`config.mk`:
```
export PLATFORM = sky130hd
export DESIGN_NAME = ii_tick_generator
export DESIGN_NICKNAME = d
export VERILOG_FILES = /design/src/rtl/ii_tick_generator.sv
export SDC_FILE = /design/constraint.sdc
export NUM_CORES = 1
export LEC_CHECK = 0
export ABC_CLOCK_PERIOD_IN_PS = 6500
export CAP_MARGIN = 40
export CELL_PAD_IN_SITES_DETAIL_PLACEMENT = 1
export CELL_PAD_IN_SITES_GLOBAL_PLACEMENT = 1
export CORE_ASPECT_RATIO = 2
export CORE_UTILIZATION = 48
export CTS_BUF_LIST = sky130_fd_sc_hd__clkbuf_8
export DETAILED_ROUTE_END_ITERATION = 8
export PLACE_DENSITY = 0.91
export RECOVER_POWER = 50
export SYNTH_ARGS = -nofsm -noshare
export SYNTH_HDL_FRONTEND = slang
export SYNTH_SLANG_ARGS = --single-unit
```
`constraint.sdc`:
```
create_clock -name clk_in -period 6.5 [get_ports clk_in]
set_clock_uncertainty 0.15 [all_clocks]
set_input_delay 0.975 -clock clk_in [delete_from_list [all_inputs] [get_ports clk_in]]
set_output_delay 0.975 -clock clk_in [all_outputs]
set_load 0.01 [all_outputs]
```
`src/rtl/ii_tick_generator.sv`:
```
// Iteration-start tick generator: turns the programmed iteration interval into
// one-cycle ticks on the clkfx_out domain, gated by a synchronised lock.
//
// state     | meaning
// ----------+------------------------------------------------------------
// IDLE      | no run active; start (with non-zero interval) arms a run
// WAIT_LOCK | run armed, waiting for synchronised lock before first tick
// RUN       | issuing one tick every II cycles, counting iterations
// DONE      | iteration limit reached; done held until the next start
module ii_tick_generator #(
  parameter int ITERATION_VARIABLE_WIDTH = 16,
  parameter int ITER_COUNT_WIDTH         = 32
) (
  input  logic                                clk_in,
  input  logic                                reset_n,
  input  logic                                locked_in,
  input  logic [ITERATION_VARIABLE_WIDTH-1:0] div_reg,
  input  logic [ITER_COUNT_WIDTH-1:0]         iter_limit,
  input  logic                                start,
  input  logic                                stop,
  output logic                                tick,
  output logic [ITER_COUNT_WIDTH-1:0]         iter_count,
  output logic                                busy,
  output logic                                done,
  output logic                                error
);

  localparam logic [ITERATION_VARIABLE_WIDTH-1:0] II_ONE  = ITERATION_VARIABLE_WIDTH'(1);
  localparam logic [ITER_COUNT_WIDTH-1:0]         CNT_ONE = ITER_COUNT_WIDTH'(1);

  typedef enum logic [1:0] {
    IDLE      = 2'd0,
    WAIT_LOCK = 2'd1,
    RUN       = 2'd2,
    DONE      = 2'd3
  } state_t;

  state_t state_q;
  state_t state_nxt;

  logic lock_meta;
  logic lock_s;

  logic [ITERATION_VARIABLE_WIDTH-1:0] ii_q;
  logic [ITERATION_VARIABLE_WIDTH-1:0] ii_nxt;
  logic [ITERATION_VARIABLE_WIDTH-1:0] cnt_q;
  logic [ITERATION_VARIABLE_WIDTH-1:0] cnt_nxt;
  logic [ITER_COUNT_WIDTH-1:0]         lim_q;
  logic [ITER_COUNT_WIDTH-1:0]         lim_nxt;
  logic [ITER_COUNT_WIDTH-1:0]         count_nxt;
  logic [ITER_COUNT_WIDTH-1:0]         count_inc;

  logic tick_nxt;
  logic busy_nxt;
  logic done_nxt;
  logic error_nxt;

  // locked_in comes from another clock domain
  always_ff @(posedge clk_in or negedge reset_n) begin
    if (!reset_n) begin
      lock_meta <= 1'b0;
      lock_s    <= 1'b0;
    end else begin
      lock_meta <= locked_in;
      lock_s    <= lock_meta;
    end
  end

  assign count_inc = iter_count + CNT_ONE;

  always_ff @(posedge clk_in or negedge reset_n) begin
    if (!reset_n) begin
      state_q    <= IDLE;
      tick       <= 1'b0;
      iter_count <= '0;
      busy       <= 1'b0;
      done       <= 1'b0;
      error      <= 1'b0;
      ii_q       <= '0;
      lim_q      <= '0;
      cnt_q      <= '0;
    end else begin
      state_q    <= state_nxt;
      tick       <= tick_nxt;
      iter_count <= count_nxt;
      busy       <= busy_nxt;
      done       <= done_nxt;
      error      <= error_nxt;
      ii_q       <= ii_nxt;
      lim_q      <= lim_nxt;
      cnt_q      <= cnt_nxt;
    end
  end

  always_comb begin
    state_nxt = state_q;
    tick_nxt  = 1'b0;
    count_nxt = iter_count;
    done_nxt  = done;
    error_nxt = error;
    ii_nxt    = ii_q;
    lim_nxt   = lim_q;
    cnt_nxt   = cnt_q;

    case (state_q)
      IDLE, DONE: begin
        if (start && !stop) begin
          if (div_reg == '0) begin
            error_nxt = 1'b1;
            done_nxt  = 1'b0;
            state_nxt = IDLE;
          end else begin
            ii_nxt    = div_reg;
            lim_nxt   = iter_limit;
            count_nxt = '0;
            cnt_nxt   = '0;
            done_nxt  = 1'b0;
            error_nxt = 1'b0;
            state_nxt = WAIT_LOCK;
          end
        end
      end

      WAIT_LOCK: begin
        if (stop) begin
          state_nxt = IDLE;
        end else if (lock_s) begin
          state_nxt = RUN;
          tick_nxt  = 1'b1;
          cnt_nxt   = '0;
        end
      end

      RUN: begin
        // a tick already on the output has been issued, so it is always counted
        if (tick) count_nxt = count_inc;

        if (stop || !lock_s) begin
          state_nxt = IDLE;
          if (!lock_s) error_nxt = 1'b1;
        end else if (tick && (lim_q != '0) && (count_inc == lim_q)) begin
          state_nxt = DONE;
          done_nxt  = 1'b1;
        end else if (cnt_q == (ii_q - II_ONE)) begin
          tick_nxt = 1'b1;
          cnt_nxt  = '0;
        end else begin
          cnt_nxt = cnt_q + II_ONE;
        end
      end

      default: state_nxt = IDLE;
    endcase
  end

  always_comb begin
    busy_nxt = (state_nxt == WAIT_LOCK) || (state_nxt == RUN);
  end

endmodule

```
==> results of run 1 <==
## through the flow
step	worst slack [ns]	hold slack [ns]
2_1_floorplan	3.06	0.181
3_3_place_gp	2.34	0.191
3_5_place_dp	2.21	0.193
4_1_cts	2.18	0.219
5_1_grt	1.57	0.234
6_report	2.04	0.213
## cell usage after synthesis, types with 6 or more instances
library cell / count / area, sq um
dfrtp_1: 104 / 2600
nand2_1: 77 / 289
mux2_2: 49 / 552
nand3_1: 41 / 205
o21ai_0: 39 / 195
xnor2_1: 38 / 333
inv_1: 31 / 116
clkbuf_1: 28 / 105
nor4_1: 26 / 163
xor2_1: 23 / 201
nor2_1: 22 / 82.6
o31ai_1: 20 / 150
nand4_1: 19 / 119
nor3_1: 18 / 90.1
a21oi_1: 16 / 80.1
nand2b_1: 15 / 93.8
and3_1: 14 / 87.6
buf_2: 13 / 65.1
a31oi_1: 12 / 75.1
o22ai_1: 12 / 75.1
a221oi_1: 10 / 87.6
and4_1: 8 / 70.1
buf_4: 6 / 45.0
o41ai_1: 6 / 52.6
## report_power, final
group	switching (mW)	leakage (nW)	internal, mW	total [mW]
logic	0.390	1.61	0.366	0.756
clock network	0.245	0.0962	0.187	0.432
registers	0.184	1.33	0.770	0.954
## worst max-delay path, cell delays in order (launching register included)
cell and delay [ns]:
dfrtp_1 0.49, ha_1 0.34, nand3_1 0.35, nor3_1 0.74, a31oi_1 0.29, or4_1 0.66
o41ai_4 0.87, a221oi_1 0.22, o22ai_1 0.21
## layout make-up
cell class,count,area share (%)
multi-input combinational,568,49.1
sequential,104,32.2
timing repair buffer,97,11.9
tap,189,2.93
clock buffer,10,1.70
inverter,31,1.44
clock inverter,5,0.712
## registers in the layout, indices dropped and copies added (netlist names), 2 cells and up
name,count
cnt_q,16
state_q,2
lim_q,32
ii_q,16
iter_count,32
## layer usage
metal | wire (um) | GRT usage [%] | share of wire (%)
met5 | 0 | 0 | 0
met1 | 7860 | 33.0 | 33
met4 | 1580 | 23.8 | 6.6
met3 | 1070 | 5.01 | 4.5
met2 | 13400 | 62.5 | 56
## kinds of logic after synthesis
| kind of cell | Yosys count | share of synthesized area, % |
|---|---|---|
| flip-flops | 104 | 37.5 |
| buffers and inverters | 82 | 5.22 |
| adder cells (fa/ha/maj) | 5 | 0.903 |
| AO/OA/AOI/OAI | 168 | 17.8 |
| XOR/XNOR | 61 | 7.71 |
| AND/OR/NAND/NOR | 282 | 22.4 |
| multiplexers | 52 | 8.39 |
## worst paths after layout
check,startpoint,endpoint,slack (ns)
setup / recovery,iter_count[0]$_DFFE_PN0P_,cnt_q[4]$_DFFE_PN0P_,2.04
hold / removal,lock_meta$_DFF_PN0_,lock_s$_DFF_PN0_,0.21
setup reg to reg,iter_count[0]$_DFFE_PN0P_,cnt_q[4]$_DFFE_PN0P_,2.04
hold reg to reg,lock_meta$_DFF_PN0_,lock_s$_DFF_PN0_,0.21
max in group asynchronous,reset_n,iter_count[22]$_DFFE_PN0P_,2.28
min in group asynchronous,reset_n,iter_count[10]$_DFFE_PN0P_,1.35
==> summary.md, run 1 <==
| Metric | Value |
|---|---|
| Chip height | `172 um` |
| Status | `complete, but fails checks` |
| Multi-input gate area | `3970 sq um` |
| Hpwl dp | `18000 um` |
| CTS clock-pin slew for the worst setup and hold paths | `0.10 ns` |
| Peak Freq | `224 MHz` |
| Share of post-route cells with drive strength above 1 | `12.0%` |
| Top Ports | `89` |
| Starting DRT DRC Count | `431` |
| CP required | `6.63 ns` |
| Wirelength per Cell | `23.8 um` |
| Rel. slew slack | `-92.1%` |
| Root Buffer | `clkbuf_8` |
| IO Port Bufs | `88` |
| Initial DRT Pass Iterations | `5` |
| Commonest non-fill, non-tap cell in the layout | `dfrtp_1` |
| Critical path peak fanout | `15` |
| Failing checks | `capacitance limit, slew limit` |
| Overall power | `2.14 mW` |
| Leak | `3.04 nW` |
| Max clock buf depth | `2` |
| Setup TNS Final | `0 ns` |
| Synth Warn # | `0` |
| Hold Vio Cnt, Final | `0` |
| Final Cell Area | `8080 sq um` |
| Initial antenna violation count | `0` |
| Setup Buffers After CTS | `0` |
| Via density | `6.68` |
| RSZ-0062 raised after global routing | `no` |
| CP arrival | `4.59 ns` |
| Nets@finish | `869` |
| Setup CP Type | `flop to flop` |
| Core box area | `14000 sq um` |
| Top FF cell, synth | `dfrtp_1` |
| Async S/R FF share, synth | `100%` |
| Slew Viols, Final | `51` |
| Final cell count without fillers | `1004` |
| Initial Util | `49.6%` |
| Post-DRT Antenna Nets | `0` |
| Synthesis-stage register bit count | `104` |
| Number of diodes | `0` |
| DRC | `0` |
| Post-synth cell types | `69` |
| CTS Buf Count | `9` |
| Global-route wire length before repair | `38100 um` |
| Final worst-path cycle share | `68.6%` |
| DIE AREA | `15000 sq um` |
| GR Overflow Total | `0` |
| Final Core Density | `57.9%` |
| Die X | `87.0 um` |
| Vias in the first global route | `7146` |
| Clk_lat worst skew | `0.39 ns` |
| Drt total wl | `23900 um` |
| Mean Syn Cell Area | `9.19 sq um` |
| Max Cap Viol | `1` |
| Area after DPL | `7900 sq um` |
| Tot GR Track Use | `33.6%` |
| CTS tree | `done` |
| # rows | `61` |
| Post-CTS Resized | `0` |
| Flip-flop and latch area | `2600 sq um` |
| CP Capture Type | `flop` |
| Post-synth EDFFs | `0` |
| CTS sink count | `104` |
| Syn-to-layout area delta | `16.6%` |
| Sequential-to-total area share from yosys stat | `37.5%` |
| PwrDens | `265 nW/um^2` |
| Syn_nets | `812` |
| Mapped cell area | `6930 sq um` |
| Final setup fails | `0` |
| Routability cong. | `0.957` |
| Hold buffer count at cts | `0` |
| Placed Instances | `989` |
| Number of fill cells | `1617` |
| DR vias | `6711` |
| Most frequent cells in the layout | `104 x dfrtp_1, 76 x nand2_1, 70 x clkdlybuf4s50_1, 49 x mux2_2, 41 x nand3_1` |
| Setup crit start kind | `flop` |
| Reg2reg path depth | `8` |
| CTS H-Tree Depth | `3` |
| Largest net degree at the start of global routing | `56` |
| Hold path depth | `0` |
| Min Tclk post-route | `4.46 ns` |
| Max VDD drop | `0.151 mV` |
| Worst-Margin Slew | `2.88 ns` |
| Class of the worst hold path | `flop to flop` |
| Post-Synthesis Cells | `754` |
Power figures use the tool's default switching activity.
==> inputs of run 2 (changes only) <==
Settings changed: ABC_CLOCK_PERIOD_IN_PS 6500 to 4200, CORE_UTILIZATION 48 to 44, PLACE_DENSITY 0.91 to 0.84.
Clock period 6.5 ns to 4.2 ns, I/O delays scaled along.
==> run 2 against run 1 <==
The flow still finishes with violations (capacitance limit, slew limit). Global-route usage down 2.8 points. Combinational power up 55%. Critical path depth rose by 1. First-iteration DRC count shrank 13%. Hold slack got worse by 0.0025 ns. Sequential cell count did not move. Setup slack lost 1.7 ns. Routed wire length rose by 0.22%.
==> summary.md, run 2 (same netlist as run 1, synthesis figures left out) <==
| Metric | Value |
|---|---|
| Status | `complete, but fails checks (unchanged)` |
| Failing checks | `capacitance limit, slew limit (unchanged)` |
| Setup CP Type | `flop to flop (unchanged)` |
| IO Port Bufs | `88 (unchanged)` |
| Tot GR Track Use | `30.8% (was 33.6%)` |
| Nets@finish | `879 (was 869)` |
| Hold Vio Cnt, Final | `0 (unchanged)` |
| Class of the worst hold path | `flop to flop (unchanged)` |
| Overall power | `3.27 mW (was 2.14 mW)` |
| Starting DRT DRC Count | `374 (was 431)` |
| Share of post-route cells with drive strength above 1 | `13.1% (was 12.0%)` |
| Rel. slew slack | `-12.1% (was -92.1%)` |
| PwrDens | `402 nW/um^2 (was 265 nW/um^2)` |
| RSZ-0062 raised after global routing | `no (unchanged)` |
| Hold path depth | `0 (unchanged)` |
| DRC | `0 (unchanged)` |
| Min-Delay Endpoint | `lock_s$_DFF_PN0_ (unchanged)` |
| Top Ports | `89 (unchanged)` |
| Chip height | `180 um (was 172 um)` |
| Syn-to-layout area delta | `17.2% (was 16.6%)` |
| DR vias | `6541 (was 6711)` |
| Critical path peak fanout | `15 (unchanged)` |
| Final Cell Area | `8120 sq um (was 8080 sq um)` |
| Setup TNS Final | `0 ns (unchanged)` |
| Max VDD drop | `0.261 mV (was 0.151 mV)` |
| Setup Buffers After CTS | `0 (unchanged)` |
| CTS clock-pin slew for the worst setup and hold paths | `0.11 ns (was 0.10 ns)` |
| GR Overflow Total | `0 (unchanged)` |
| Routability cong. | `0.937 (was 0.957)` |
| Initial Util | `45.1% (was 49.6%)` |
| Global-route wire length before repair | `39300 um (was 38100 um)` |
| Clk_lat worst skew | `0.41 ns (was 0.39 ns)` |
| # rows | `64 (was 61)` |
| Final Core Density | `52.8% (was 57.9%)` |
| CP required | `4.38 ns (was 6.63 ns)` |
| Setup crit start kind | `flop (unchanged)` |
| FF-to-FF setup slack | `0.33 ns (was 2.04 ns)` |
| Vias in the first global route | `7251 (was 7146)` |
| Hold_sp | `lock_meta$_DFF_PN0_ (unchanged)` |
| Peak Freq | `259 MHz (was 224 MHz)` |
| Area after DPL | `7980 sq um (was 7900 sq um)` |
| Min Tclk post-route | `3.87 ns (was 4.46 ns)` |
| Wirelength per Cell | `23.4 um (was 23.8 um)` |
| Max Cap Viol | `1 (unchanged)` |
| CP Capture Type | `flop (unchanged)` |
| Reg-to-reg endpoint | `cnt_q[10]$_DFFE_PN0P_ (was cnt_q[4]$_DFFE_PN0P_)` |
| Number of diodes | `0 (unchanged)` |
| Commonest non-fill, non-tap cell in the layout | `dfrtp_1 (unchanged)` |
| CTS sink count | `104 (unchanged)` |
| Core box area | `15400 sq um (was 14000 sq um)` |
| Largest registers | `iter_count (32), lim_q (32) (unchanged)` |
| CP arrival | `4.05 ns (was 4.59 ns)` |
| CTS tree | `done (unchanged)` |
| Setup crit start | `iter_count[4]$_DFFE_PN0P_ (was iter_count[0]$_DFFE_PN0P_)` |
| Root Buffer | `clkbuf_8 (unchanged)` |
| Final setup fails | `0 (unchanged)` |
| Drt total wl | `24000 um (was 23900 um)` |
| Hpwl dp | `18300 um (was 18000 um)` |
| Slew Viols, Final | `31 (was 51)` |
| Reg2reg path depth | `9 (was 8)` |
| DIE AREA | `16300 sq um (was 15000 sq um)` |
| Leak | `3.07 nW (was 3.04 nW)` |
| Worst-Margin Slew | `1.68 ns (was 2.88 ns)` |
| Initial antenna violation count | `0 (unchanged)` |
| Die X | `90.8 um (was 87.0 um)` |
| Max clock buf depth | `2 (unchanged)` |
| Largest net degree at the start of global routing | `49 (was 56)` |
| Most frequent cells in the layout | `104 x dfrtp_1, 76 x nand2_1, 70 x clkdlybuf4s50_1, 49 x mux2_2, 41 x nand3_1 (unchanged)` |
| Number of fill cells | `1794 (was 1617)` |
| Hold buffer count at cts | `0 (unchanged)` |
| Post-CTS Resized | `0 (unchanged)` |
| Initial DRT Pass Iterations | `5 (unchanged)` |
| CTS H-Tree Depth | `3 (unchanged)` |
| Final worst-path cycle share | `92.0% (was 68.6%)` |
| Post-DRT Antenna Nets | `0 (unchanged)` |
| Via density | `6.39 (was 6.68)` |
| Reg-to-Reg Start | `iter_count[4]$_DFFE_PN0P_ (was iter_count[0]$_DFFE_PN0P_)` |
| CTS Buf Count | `9 (unchanged)` |
run 2: how the worst max path moves through the flow:
stage	cells past startpoint	slack [ns]	to
finish	9	0.33	cnt_q[10]$_DFFE_PN0P_
global route	10	0.06	cnt_q[4]$_DFFE_PN0P_
CTS	10	0.37	cnt_q[10]$_DFFE_PN0P_
detailed placement	8	0.41	iter_count[8]$_DFFE_PN0P_
global placement	8	0.46	iter_count[8]$_DFFE_PN0P_
floorplan	11	0.76	cnt_q[3]$_DFFE_PN0P_
run 2: area by class of cell:
class	count	area, sq um	area share (%)
well taps	198	248	3.05
multi-input cells	568	3970	48.9
clock inverters	7	55.1	0.678
repair buffers	107	1010	12.4
flip-flops and latches	104	2600	32.0
clock buffers	9	124	1.52
inverters	31	116	1.43
run 2: layer usage:
metal  up-vias  routed length [um]  GRT usage [%]  part of all wire [%]
li1       2936                   -              -                     -
met1      3319                8260           30.7                    34
met2       191               13500           58.8                    56
met3        95                 785           4.15                   3.3
met4         0                1410           18.8                   5.9
met5         -                   0              0                     0
run 2: metrics by stage:
step | cells | hold WS, ns | setup slack [ns]
after floorplan | 754 | 0.181 | 0.765
after global placement | 1007 | 0.197 | 0.465
after detailed placement | 1008 | 0.192 | 0.413
after CTS | 1024 | 0.00846 | 0.371
after global routing | 1024 | 0.236 | 0.0617
final | 1024 | 0.210 | 0.334
run 2: critical path, stage by stage (launching register included):
cell and delay [ns]:
dfrtp_1 0.62, nand4_2 0.40, nor2_1 0.65, nand4_1 0.27
a2111oi_0 0.51, nand4b_1 0.25, o41ai_4 0.35, buf_4 0.29
a221oi_1 0.13, o22ai_1 0.17
run 2: where the power goes:
group	total [mW]	internal [mW]	switching [mW]
clock network	0.626	0.224	0.402
logic	1.17	0.567	0.604
registers	1.47	1.19	0.279
